$ cat src/rtl/coin_collector.sv
// Coin pickup and banking controller: arms a coin per level, detects player/coin
// overlap on frame edges, and banks the coin when the goal is reached.
module coin_collector #(
  parameter int HIT_MARGIN = 0
) (
  input  logic       Clk,
  input  logic       Reset,
  input  logic       frame_clk,
  input  logic [9:0] PlayerX,
  input  logic [9:0] PlayerY,
  input  logic [9:0] PlayerS,
  input  logic [9:0] CoinX,
  input  logic [9:0] CoinY,
  input  logic [9:0] CoinS,
  input  logic       Level1_Active,
  input  logic       Level2_Active,
  input  logic       Level3_Active,
  input  logic       Player_Death,
  input  logic       Goal_Reached,
  output logic       Coin_Visible,
  output logic       Exit_Enable,
  output logic       Collect_Pulse,
  output logic       Level_Done,
  output logic [3:0] Total_Coins
);

  typedef enum logic [1:0] {IDLE, ARMED, COLLECTED, BANKED} state_t;

  localparam logic [10:0] MARGIN = 11'(HIT_MARGIN);

  state_t             state;
  logic               frame_q;
  logic [2:0]         lvl_q;
  logic [2:0]         lvl;
  logic               frame_edge;
  logic               lvl_change;
  logic signed [10:0] dx;
  logic signed [10:0] dy;
  logic [10:0]        adx;
  logic [10:0]        ady;
  logic [10:0]        reach;
  logic               overlap;

  function automatic logic [10:0] abs11(input logic signed [10:0] d);
    return d[10] ? 11'(-d) : 11'(d);
  endfunction

  function automatic logic [3:0] sat_inc(input logic [3:0] c);
    return (c == 4'd15) ? c : c + 4'd1;
  endfunction

  // 11-bit signed differences cover the full -1023..1023 range of 10-bit coordinates.
  assign dx         = $signed({1'b0, PlayerX}) - $signed({1'b0, CoinX});
  assign dy         = $signed({1'b0, PlayerY}) - $signed({1'b0, CoinY});
  assign adx        = abs11(dx);
  assign ady        = abs11(dy);
  assign reach      = {1'b0, PlayerS} + {1'b0, CoinS} + MARGIN;
  assign overlap    = (adx <= reach) && (ady <= reach);
  assign lvl        = {Level3_Active, Level2_Active, Level1_Active};
  assign lvl_change = (lvl != lvl_q);
  assign frame_edge = frame_clk && !frame_q;

  assign Coin_Visible = (state == ARMED);
  assign Exit_Enable  = (state == COLLECTED);

  always_ff @(posedge Clk or posedge Reset) begin
    if (Reset) begin
      state         <= IDLE;
      frame_q       <= 1'b0;
      lvl_q         <= 3'b000;
      Collect_Pulse <= 1'b0;
      Level_Done    <= 1'b0;
      Total_Coins   <= 4'd0;
    end else begin
      frame_q       <= frame_clk;
      lvl_q         <= lvl;
      Collect_Pulse <= 1'b0;
      Level_Done    <= 1'b0;
      // A level switch re-arms (or idles) regardless of where the coin currently is.
      if (lvl_change) begin
        state <= (lvl != 3'b000) ? ARMED : IDLE;
      end else begin
        case (state)
          ARMED: begin
            if (frame_edge && overlap && !Player_Death) begin
              state         <= COLLECTED;
              Collect_Pulse <= 1'b1;
            end
          end
          COLLECTED: begin
            if (Player_Death) begin
              state <= ARMED;
            end else if (Goal_Reached) begin
              state       <= BANKED;
              Level_Done  <= 1'b1;
              Total_Coins <= sat_inc(Total_Coins);
            end
          end
          default: state <= state;
        endcase
      end
    end
  end

endmodule
$ cat config.mk
export PLATFORM = sky130hd
export DESIGN_NAME = coin_collector
export DESIGN_NICKNAME = d
export VERILOG_FILES = /design/src/rtl/coin_collector.sv
export SDC_FILE = /design/constraint.sdc
export NUM_CORES = 1
export LEC_CHECK = 0
export CORE_MARGIN = 1.5
export CORE_UTILIZATION = 54
export CTS_CLUSTER_DIAMETER = 120
export DETAILED_ROUTE_END_ITERATION = 8
export GPL_TIMING_DRIVEN = 0
export PLACE_DENSITY = 0.89
export RECOVER_POWER = 50
export SLEW_MARGIN = 10
export SYNTH_ARGS = -nofsm -noshare
export SYNTH_HDL_FRONTEND = slang
export SYNTH_SLANG_ARGS = --single-unit
export TNS_END_PERCENT = 10
$ cat constraint.sdc
create_clock -name Clk -period 3.85 [get_ports Clk]
set_input_delay 0.9625 -clock Clk [delete_from_list [all_inputs] [get_ports Clk]]
set_output_delay 0.9625 -clock Clk [all_outputs]
set_load 0.02 [all_outputs]
==> results.yml <==
finish:
  layoutNonFillerInstCount: 504
  antenna_cells_inserted: 0
  ff_latch_area_um2: 300.3
  multi_input_area_um2: 2678
  design.final.nets: 567
  area_delta_synth_final_pct: 56.30
  post-route-cell-area_um2: 4220
  layout-drive-gt1-share: 0.2723
  nFillCells: 216
yosys:
  postSynth.topFlopCell: "dfrtp_1"
  synth.area.top_cells: "ha_1 (26%), dfrtp_1 (11%), xnor2_1 (7.8%)"
  synth_async_sr_flop_share: 1.000
  synth_fp_nets: 457
  yosys.area.top_type: "ha_1"
  synth_top_cell_area_share: 0.2641
  synth.avg_cell_area_um2: 8.207
  synth_sequential_area_ratio: 0.1112
  synth_seq_cells: 12
  synthesis.instances: 329
  synth_cell_type_count: 51
  syn_area_um2: 2700
  synth_warnings: 0
  synth-edff-count: 0
timing:
  slew_headroom: 0.6053
  finClkSkew_ns: 0.004072
  final-setup-viol-count: 3
  hold_viol_final: 0
  max_freq_ghz: 0.1965
  tightest_slew_ns: 0.5875
  final_period_minus_worst_setup_slack_ns: 5.089
  grt_setup_unrepaired: "true"
  hold_slack_ns: 0.5324
  crit_path_setup_slack_layout_ns: -1.239
  fin_crit_sh: 1.322
  slew_viol_final: 0
clocking:
  number_of_sinks_on_the_clock_net: 12
  cts_tree: "built"
  cts_inserted_buffers: 3
  path_clk_slew_ns: 0.05
  cts_hold_repair.buffers: 0
  htree_num_levels: 1
  clock_tree.root_cell: "clkbuf_8"
  insertion_delay_ns: 0.23
  maximum_clock_path_buffer_count: 2
route:
  via_count: 3359
  drt-vias-per-instance: 6.665
  totalWireLength_um: 11480
  drt-pass1-iter-count: 8
  drcViolationCount: 0
  drt-wirelength-per-cell_um: 22.77
  detail_route.iter0.violations: 361
  ant_nets: 0
critical_path:
  timing.critical_path.cells: "clkdlybuf4s50_1 -> inv_1 -> ha_4 -> nor3_1 -> o21ai_0 -> a31oi_1 -> o21a_2 -> buf_4 -> nand2_1 -> o21ai_0 -> ha_1 -> a21o_1 -> a21oi_1 -> o211a_1 -> o22ai_2 -> a2111o_1 -> o311a_1"
  worst_ep_arrival_time_ns: 5.20
  timing.reg2reg.setup_slack_ns: 1.57
  critical_path.most_common_cell: "o21ai_0"
  cp_max_fo: 6
  critical_path.max_stage_delay_ns: 0.47
  startpoint_type: "input port"
  critical-path-top-delay-family: "compound AO/OA/AOI/OAI gates"
  regToRegStartpoint: "frame_q"
  critPathKind: "input port to register"
  critPathBufInv: 3
  critical_path_required_ns: 3.96
  cp_endpoint_kind: "register"
  r2r_path_end: "state[0]"
  crit_slowest_cell: "clkdlybuf4s50_1"
  r2r_cells: 7
outcome:
  status: "finished with violations"
  failing_checks: "negative setup slack"
grt:
  grtUsageMet1: 0.4236
  via_count_of_the_first_global_routing_pass: 3154
  grt_usage: 0.3494
  global_route.peak_usage_layer: "met2"
  initial_antenna_violation_count: 0
  grt_start_max_net_pins: 13
  grtUsageMet3: 0.03155
  grtUsageMet2: 0.6186
  wire_length_of_the_first_global_routing_pass_um: 14810
  grt_overflow_total: 0
floorplanning:
  floorplan.io_pins: 76
  die_area_um2: 5433
  initial_core_util: 0.5679
  design.core.area_um2: 4755
  placement_rows: 25
  die-height_um: 73.71
  fp.dieW_um: 73.71
job:
  drv.max_cap_violation_count: 0
min_path:
  hold_path_end: "Total_Coins[2]"
  hp-class: "register to register"
  hold_path_startpoint: "Total_Coins[2]"
  timing.hold.worst_path_depth: 1
place:
  placed_area_um2: 3601
  placed_cells_incl_taps: 471
  finalWeightedCongestion: 0.8651
  numPortBuffers: 75
  detailed_placement_wirelength_estimate_um: 5397
power_and_ir_drop:
  vdd_drop_max_uv: 180.6
  power_per_cell_area_nw_per_um2: 316.2
  static_leakage_uw: 0.001920
[how the worst max path moves through the flow]
stage	endpoint	slack, ns	start	cells past startpoint
finish	state[0]	-1.24	CoinY[4]	17
global route	state[0]	-1.32	CoinY[4]	17
CTS	state[0]	-0.63	CoinS[0]	17
detailed placement	state[0]	-1.36	CoinX[0]	19
global placement	state[0]	-1.20	CoinX[0]	19
floorplan	state[0]	-0.44	PlayerY[0]	18
[worst register-to-register path, stage by stage, from the launching register on]
cell       delay (ns)
dfrtp_1          0.36
nor2_1           0.24
nand2_1          0.23
a2111oi_4        0.35
o211a_1          0.30
o22ai_2          0.15
a2111o_1         0.41
o311a_1          0.12
[flip-flops by register name, indices dropped and copies added (netlist names)]
register,flops
Collect_Pulse,1
Level_Done,1
Total_Coins,4
frame_q,1
lvl_q,3
state,2
[cells in the final DEF (no fill, tap or decap), drive strengths merged, types with 3 or more instances in the layout]
cell / count
clkdlybuf4s50: 54
nor2: 20
dlygate4sd2: 10
nand2: 18
o22ai: 3
o21bai: 7
o21a: 6
a21oi: 26
xor2: 19
and3: 5
nand2b: 4
xnor2: 24
clkbuf: 3
a31oi: 3
buf: 34
dlygate4sd3: 5
o21ai: 19
fa: 3
inv: 36
nand4: 5
nor3: 7
a21o: 9
ha: 57
nor4: 4
nor2b: 6
dfrtp: 12
nand3: 9
[synth_stat cells, types with 3 or more instances]
| master | n |
|---|---|
| fa_1 | 3 |
| nor2_1 | 20 |
| o21bai_1 | 6 |
| inv_1 | 36 |
| nand3_1 | 7 |
| ha_1 | 57 |
| a31oi_1 | 3 |
| a21oi_1 | 25 |
| xor2_1 | 18 |
| nor2b_1 | 6 |
| dfrtp_1 | 12 |
| nor3_1 | 6 |
| a21o_1 | 9 |
| o21ai_0 | 15 |
| nand2_1 | 18 |
| nand2b_1 | 4 |
| o21ai_1 | 4 |
| xnor2_1 | 24 |
| and3_1 | 5 |
| o21a_1 | 6 |
| nand4_1 | 5 |
[area by class of cell]
cell class | instances | area share
sequential | 12 | 0.07115
clock buffer | 3 | 0.009784
timing repair buffer | 105 | 0.2321
tap | 67 | 0.01986
multi-input combinational | 281 | 0.6345
inverter | 36 | 0.03261
[metal layers]
layer,part of all wire,up-vias
met5,0,-
met2,0.46,311
met1,0.36,1557
met4,0.068,0
met3,0.10,90
li1,-,1401
[stage by stage]
stage | setup TNS (ns) | setup slack, ns | power (uW) | util
2_1_floorplan | -0.8828 | -0.4412 | 657.6 | -
3_3_place_gp | -3.224 | -1.204 | 809.5 | 0.7574
3_5_place_dp | -3.672 | -1.357 | 845.9 | 0.7574
4_1_cts | -1.476 | -0.6326 | 1111 | 0.8597
5_1_grt | -3.742 | -1.322 | 1383 | 0.8876
6_report | -3.504 | -1.239 | 1335 | 0.8876
[report_power, final]
group	switching [uW]	internal, uW
Combinational	595	494
Sequential	3.17	131
Clock	42.7	68.7
Total	641	694
[timing repair]
action	in CTS	in global routing
pin swaps	50	16
setup endpoints to repair	3	3
setup buffers	24	6
gates resized for setup	88	15
[kinds of logic (layout without fill, tap and decap cells)]
group / Yosys count / count (layout) / share of synthesized area
XOR/XNOR: 43 / 43 / 0.1423
AO/OA/AOI/OAI: 87 / 87 / 0.2169
buffers and inverters: 36 / 144 / 0.05005
AND/OR/NAND/NOR: 87 / 87 / 0.1775
adder cells (fa/ha/maj): 60 / 60 / 0.2864
multiplexers: 4 / 4 / 0.01576
flip-flops: 12 / 12 / 0.1112
Note: power is estimated with default switching activity, not from simulation.
